[config.mk]
export PLATFORM = sky130hd
export DESIGN_NAME = diagnosis_argmax
export DESIGN_NICKNAME = d
export VERILOG_FILES = /design/src/rtl/diagnosis_argmax.sv
export SDC_FILE = /design/constraint.sdc
export NUM_CORES = 1
export LEC_CHECK = 0
export ABC_AREA = 1
export ABC_CLOCK_PERIOD_IN_PS = 7500
export CORE_ASPECT_RATIO = 1.2
export CORE_MARGIN = 4
export CORE_UTILIZATION = 33
export DETAILED_ROUTE_END_ITERATION = 10
export PLACE_DENSITY = 0.53
export SYNTH_ARGS = -nofsm -noshare
export SYNTH_HDL_FRONTEND = slang
export SYNTH_SLANG_ARGS = --single-unit
export TNS_END_PERCENT = 10
[constraint.sdc]
create_clock -name clk -period 7.5 [get_ports clk]
set_input_delay 1.125 -clock clk [delete_from_list [all_inputs] [get_ports clk]]
set_output_delay 1.125 -clock clk [all_outputs]
set_load 0.005 [all_outputs]
[src/rtl/diagnosis_argmax.sv]
// Argmax over one frame of signed class scores, reporting the winner, the runner-up and a confidence margin.
// One score is examined per enabled cycle; results are held until the consumer accepts them.
module diagnosis_argmax #(
    parameter int DATA_WIDTH = 16,
    parameter int NUM_CLASSES = 15,
    parameter int IDX_WIDTH = 4,
    parameter logic [DATA_WIDTH-1:0] LOW_CONF_MARGIN = 16'h0040
) (
    input  logic                              clk,
    input  logic                              rst,
    input  logic                              en,
    input  logic [NUM_CLASSES*DATA_WIDTH-1:0] scores_in,
    input  logic                              scores_valid,
    input  logic                              result_ready,
    output logic                              result_valid,
    output logic [IDX_WIDTH-1:0]              class_idx,
    output logic signed [DATA_WIDTH-1:0]      max_score,
    output logic [IDX_WIDTH-1:0]              second_idx,
    output logic [DATA_WIDTH-1:0]             margin,
    output logic                              low_conf,
    output logic                              busy,
    output logic [7:0]                        drop_count
);

    localparam logic [1:0] IDLE = 2'd0;
    localparam logic [1:0] SCAN = 2'd1;
    localparam logic [1:0] DONE = 2'd2;

    localparam logic signed [DATA_WIDTH-1:0] MIN_SCORE =
        {1'b1, {(DATA_WIDTH-1){1'b0}}};
    localparam logic [IDX_WIDTH-1:0] LAST_K = IDX_WIDTH'(NUM_CLASSES - 1);

    logic [1:0]                        state_q, state_d;
    logic [NUM_CLASSES*DATA_WIDTH-1:0] scores_q, scores_d;
    logic signed [DATA_WIDTH-1:0]      max_q, max_d;
    logic signed [DATA_WIDTH-1:0]      sec_q, sec_d;
    logic [IDX_WIDTH-1:0]              idx_q, idx_d;
    logic [IDX_WIDTH-1:0]              sidx_q, sidx_d;
    logic [IDX_WIDTH-1:0]              k_q, k_d;

    logic                              rv_q, rv_d;
    logic [IDX_WIDTH-1:0]              cidx_q, cidx_d;
    logic signed [DATA_WIDTH-1:0]      mscore_q, mscore_d;
    logic [IDX_WIDTH-1:0]              ridx_q, ridx_d;
    logic [DATA_WIDTH-1:0]             margin_q, margin_d;
    logic                              lc_q, lc_d;
    logic [7:0]                        drop_q, drop_d;

    logic signed [DATA_WIDTH-1:0]      cur;
    logic [DATA_WIDTH:0]               diff;
    logic                              finish;

    always_comb begin
        cur = '0;
        for (int i = 0; i < NUM_CLASSES; i++) begin
            if (k_q == IDX_WIDTH'(i)) begin
                cur = scores_q[i*DATA_WIDTH +: DATA_WIDTH];
            end
        end
    end

    always_comb begin
        state_d  = state_q;
        scores_d = scores_q;
        max_d    = max_q;
        sec_d    = sec_q;
        idx_d    = idx_q;
        sidx_d   = sidx_q;
        k_d      = k_q;
        rv_d     = rv_q;
        cidx_d   = cidx_q;
        mscore_d = mscore_q;
        ridx_d   = ridx_q;
        margin_d = margin_q;
        lc_d     = lc_q;
        drop_d   = drop_q;
        finish   = 1'b0;

        if (en) begin
            case (state_q)
                IDLE: begin
                    if (scores_valid) begin
                        scores_d = scores_in;
                        max_d    = scores_in[DATA_WIDTH-1:0];
                        idx_d    = '0;
                        sec_d    = MIN_SCORE;
                        sidx_d   = '0;
                        k_d      = IDX_WIDTH'(1);
                        state_d  = SCAN;
                        if (NUM_CLASSES == 1) begin
                            state_d = DONE;
                            finish  = 1'b1;
                        end
                    end
                end
                SCAN: begin
                    // Strict compares keep the earlier index on ties
                    if (cur > max_q) begin
                        sec_d  = max_q;
                        sidx_d = idx_q;
                        max_d  = cur;
                        idx_d  = k_q;
                    end else if (cur > sec_q) begin
                        sec_d  = cur;
                        sidx_d = k_q;
                    end
                    k_d = k_q + 1'b1;
                    if (k_q == LAST_K) begin
                        state_d = DONE;
                        finish  = 1'b1;
                    end
                end
                DONE: begin
                    if (result_ready) begin
                        state_d = IDLE;
                        rv_d    = 1'b0;
                    end
                end
                default: state_d = IDLE;
            endcase

            if (state_q != IDLE && scores_valid && drop_q != 8'hFF) begin
                drop_d = drop_q + 8'd1;
            end
        end

        // One extra bit so the full signed span of max-second fits
        diff = {max_d[DATA_WIDTH-1], max_d} - {sec_d[DATA_WIDTH-1], sec_d};

        if (finish) begin
            rv_d     = 1'b1;
            cidx_d   = idx_d;
            mscore_d = max_d;
            ridx_d   = sidx_d;
            margin_d = diff[DATA_WIDTH-1:0];
            lc_d     = diff[DATA_WIDTH-1:0] < LOW_CONF_MARGIN;
        end
    end

    always_ff @(posedge clk) begin
        if (!rst) begin
            state_q  <= IDLE;
            scores_q <= '0;
            max_q    <= '0;
            sec_q    <= '0;
            idx_q    <= '0;
            sidx_q   <= '0;
            k_q      <= '0;
            rv_q     <= 1'b0;
            cidx_q   <= '0;
            mscore_q <= '0;
            ridx_q   <= '0;
            margin_q <= '0;
            lc_q     <= 1'b1;
            drop_q   <= '0;
        end else begin
            state_q  <= state_d;
            scores_q <= scores_d;
            max_q    <= max_d;
            sec_q    <= sec_d;
            idx_q    <= idx_d;
            sidx_q   <= sidx_d;
            k_q      <= k_d;
            rv_q     <= rv_d;
            cidx_q   <= cidx_d;
            mscore_q <= mscore_d;
            ridx_q   <= ridx_d;
            margin_q <= margin_d;
            lc_q     <= lc_d;
            drop_q   <= drop_d;
        end
    end

    assign result_valid = rv_q;
    assign class_idx    = cidx_q;
    assign max_score    = mscore_q;
    assign second_idx   = ridx_q;
    assign margin       = margin_q;
    assign low_conf     = lc_q;
    assign busy         = state_q != IDLE;
    assign drop_count   = drop_q;

endmodule

# == Word-level counts from Yosys, hierarchy flattened ==
# Cells that the tools add are included.
# word_totals
regBits,336
in_bits,245
out_inout_bits,51
wordCells,100
# classes
addsub,3
n_lt_le_gt_ge,3
eq_ne,20
mux,46
n_reduce_logical,14
# op_table
operator,n
two-way mux 16 bit,22
case mux 16 bit (2 select lines),2
greater-than comparator 16 bit,2
two-way mux 4 bit,8
== test 4 bit (second input constant),7
case mux 4 bit (2 select lines),3
== test 4 x 3 -> 1 bit (second input constant),4
< comparator 16 x 7 -> 1 bit (second input constant),1
subtractor 16 bit,1
nonzero test 2 bit,5
AND reduction 3 bit,3
adder 8 x 1 -> 8 bit (second input constant),1
== test 4 x 2 -> 1 bit (second input constant),2
inequality test 8 bit (second input constant),1
two-way mux 1 bit,7
two-way mux 2 bit,3
inequality test 2 bit (second input constant),3
case mux 2 bit (3 select lines),1
adder 4 x 1 -> 4 bit (second input constant),1
== test 4 x 1 -> 1 bit (second input constant),1
zero test 4 bit,1
AND reduction 4 bit,1
== test 2 x 1 -> 1 bit (second input constant),1
== test 2 bit (second input constant),1
3 further kinds,4

# == Longest topological paths before layout ==
# depth
depth_word,23
mapped_depth,56
mapped_depth_nobuf,53

# == Worst setup path before layout ==
# No wires, ideal clock.
# synth_path
path_type,register to register
start,register k_q[0]
end,"register margin_q[15], in the netlist margin[15]"
setup_time_ps,109
t_arrival_ps,5752
t_required_ps,7391
path_slack_ps,1639
path_stages_with_launch,54
n_path_buf,3
period_less_slack_ps,5861
cell_sequence,dfxtp_1 > inv_1 > ha_1 > inv_1 > nor2_4 > buf_4 > nand3_1 > nand3_1 > o211ai_1 > nand3_1 > nand2_1 > nand2_1 > nand2_1 > nand2_1 > nand2_1 > nand3_1 > nand3_1 > nand2_1 > (+18 left out) > o21ai_1 > a31oi_1 > ha_1 > a21o_1 > a31oi_1 > o21bai_1 > a21oi_1 > o21ai_0 > a21oi_1 > o21bai_1 > nand3b_1 > nand4_1 > nand3_1 > nand2_1 > nand2_1 > nand3_1 > nand2_1 > inv_1
# synth_via
elab_chain_len,22
elab_cells_between_ends,43
classes_between,add/sub: 1; order compare: 2; eq/ne: 14; mux: 25; reduce/logical: 1
# synth_rtl
element,line_no,source
"start, declared",39,"logic [IDX_WIDTH-1:0] k_q, k_d;"
"start signal, assigned",163,k_q <= k_d;
zero test 4 bit,56,if (k_q == IDX_WIDTH'(i)) begin
two-way mux 16 bit (15 in series),56,
greater-than comparator 16 bit,103,end else if (cur > sec_q) begin
two-way mux 16 bit,103,
two-way mux 16 bit,98,if (cur > max_q) begin
case mux 16 bit (2 select lines),80,case (state_q)
two-way mux 16 bit,79,if (en) begin
subtractor 16 bit,128,"diff = {max_d[DATA_WIDTH-1], max_d} - {sec_d[DATA_WIDTH-1], sec_d};"
"end signal, assigned",168,margin_q <= margin_d;
"end, declared",45,"logic [DATA_WIDTH-1:0] margin_q, margin_d;"
# Several ways; a longest one is shown, not always the timed one.
# A chain may end at the register's enable or synchronous reset.

# == Worst setup path in the final report ==
# layout_path
start,register k_q[1]
end,"register margin_q[15], in the netlist margin[15]"
# Same word-level chain as after synthesis.

==> results.ini <==
[flow_run]
drv_cap=0

[worst_setup_path]
max_stage_delay_ps=350
endpoint_kind=flip-flop
path_class=flip-flop to flip-flop
cp.arrival_ps=7400
crit_top_cell=nand2_1
cp_top_family=simple AND/OR/NAND/NOR gates
start_kind=flip-flop
crit_required_ps=7960
cp_num_buf_inv=9
worst_path_max_delay_cell=dfxtp_1
cp_max_fo=36

[timing]
hold_viol_final=0
period_needed_ps=6939
tns_ps=0
max_slew.worst_pin.slew_ps=1213
rsz0062_at_grt=no
worst_slack_ps=561.2
slew_headroom_pct=19.15
setup_viol=0
fmax_mhz=144.1
slew_violations=0
min_period_over_period_pct=92.52
skew_ps=28.36

[die]
boundaryPins=296
dieArea_um2=55250
die_y_um=256.7
rows=90
start_util_pct=33.57
core-area_um2=50670
die_w_um=215.2

[cts]
cts.sinks=336
htree_levels=2
tritoncts=done
cts.reportedPaths.clkPinSlew_ps=60
clk_latency_ps=570
numCtsBuffers=39
cts_root_buffer=clkbuf_16
cts.path.max_buffers=3
cts_hold_buffers=0

[placement]
gp_congestion=0.8537
port_buffers=295
post-place-ws_ps=288.6
dp_hpwl_mm=47.96

[synthesis]
syn_avg_cell_area_um2=6.509
async_reset_ff_share_pct=0
yosys.area.top_type=dfxtp_1
synth-edff-count=0
synth_area_um2=17010
ys_seq_elements=336
ys.warnings.count=0
ys_top_cells_by_area=dfxtp_1 40%, nor2_1 14%, nand2_1 11%, o21ai_0 8.0%, inv_1 4.4%
synthFlopType=dfxtp_1
synthesis.instances=2613
synth.distinct_cells=43
ys_seq_area_share_pct=39.55
syn-num-nets=2911
synth_top_area_share_pct=39.55

[finish]
area_delta_synth_final_pct=28.23
nFillCells=5364
diodes=0
fin_nets=3135
drive_gt1_share_pct=5.969
seqCellArea_um2=6728
multiInputGateArea_um2=8906

[grt]
grt_pass1_vias=17070
grt_pass1_wl_mm=99.83
grt-ovfl-total=0
antenna_found_initial=0
grt_max_degree=135
track_usage_pct=22.68

[power_and_ir_drop]
power_density_nw_per_um2=239.2
p_leak_nw=10.02
ir_drop_mv=0.1298

[routing]
ant_nets=0
drc_errors=0
viasPerCell=4.909
first_pass_iters=5
routed_wl_mm=64.88
drt_iter0_markers=1242
wl_per_cell_um=18.49
vias=17230

[worst_hold_path]
hold_path.class=flip-flop to flip-flop

[outcome]
outcome=completed

[per-layer routing]
| layer | track usage (%) | vias up | wire length [um] |
|---|---|---|---|
| met4 | 6.408 | 0 | 1785 |
| met5 | 0 | - | 0 |
| met2 | 40.10 | 435 | 32390 |
| li1 | - | 8763 | - |
| met1 | 28.86 | 7936 | 28060 |
| met3 | 3.126 | 91 | 2645 |
[kinds of logic after synthesis]
logic type / synth area share [%]
adder cells (fa/ha/maj): 3.943
AND/OR/NAND/NOR: 32.54
XOR/XNOR: 0.8754
buffers and inverters: 8.327
AO/OA/AOI/OAI: 14.77
flip-flops: 39.55
[cells in the final DEF, fill, tap and decap left out, types with 4 or more instances in the layout]
cell               n
buf_4             42
inv_2              5
nor2_2             6
o21ai_1           13
a21oi_1          118
o21ai_0          271
nand4_1           11
clkdlybuf4s50_1  294
inv_1            194
nor3_1             6
clkbuf_1           9
dfxtp_1          335
nor2_4             7
clkbuf_16         39
or2_2             31
clkbuf_8           6
nor2_1           653
bufinv_16          4
clkinv_2           7
ha_1              51
a31oi_1           15
nand3_1          125
nand2_1          521
xor2_1            14
o211ai_1          35
inv_6              4
[through the flow]
step / utilization [%] / power, mW / cell area [um2] / std cells / hold slack [ps]
after floorplan: - / 2.805 / 17010 / 2613 / 429.7
after global placement: 40.29 / 3.285 / 20420 / 3430 / 439.5
after detailed placement: 40.29 / 3.288 / 20420 / 3430 / 448.0
after CTS: 42.82 / 5.258 / 21700 / 3499 / 456.7
after global routing: 43.04 / 5.517 / 21810 / 3509 / 495.9
final: 43.04 / 5.218 / 21810 / 3509 / 457.0
[registers in the layout (all words and copies together), names as in the netlist]
| name | flops |
|---|---|
| scores_q | 240 |
| margin | 16 |
| max_q | 16 |
| max_score | 16 |
| sec_q | 16 |
| drop_count | 8 |
| class_idx | 4 |
| idx_q | 4 |
| k_q | 4 |
| second_idx | 4 |
| sidx_q | 4 |
| state_q | 2 |
| low_conf | 1 |
| result_valid | 1 |
[final timing paths]
kind                      start  slack [ps]            end  cells past startpoint
setup / recovery         k_q[1]         560     margin[15]                     53
hold / removal    scores_q[112]         460  scores_q[112]                      2
setup reg to reg         k_q[1]         560     margin[15]                     53
hold reg to reg   scores_q[112]         460  scores_q[112]                      2
[power by group]
| group | switching, mW | internal, mW |
|---|---|---|
| clock network | 0.788 | 1.16 |
| registers | 0.0685 | 1.90 |
| logic | 0.809 | 0.498 |
| total | 1.67 | 3.55 |
[cell usage after synthesis, drive strengths merged (4+ instances only)]
| cell type | count |
|---|---|
| a31oi | 15 |
| buf | 32 |
| nor3 | 6 |
| clkbuf | 123 |
| nor2 | 666 |
| nand2 | 527 |
| xor2 | 14 |
| ha | 52 |
| dfxtp | 336 |
| or2 | 31 |
| a21oi | 118 |
| nand3 | 127 |
| nand4 | 11 |
| o211ai | 35 |
| o21ai | 284 |
| inv | 205 |
| o21bai | 4 |
[final cells by class]
cell class	instances	area share, %
multi-input combinational	1916	40.83
sequential	336	30.85
timing repair buffer	338	15.08
clock buffer	54	5.008
tap	644	3.694
inverter	206	3.666
clock inverter	15	0.8720
[worst register-to-register path: cells and delay by family (launching register included)]
kind                     cells  cell delay, ps
AND/OR/NAND/NOR             28            2600
AO/OA/AOI/OAI               13            2190
buffers and inverters        9             990
adder cells (fa/ha/maj)      3             710
flip-flops                   1             350
[timing repair]
item,in CTS,in global routing
setup buffers,0,10
gates resized for setup,0,13
setup endpoints to repair,0,4
(Power assumes the default switching activity.)
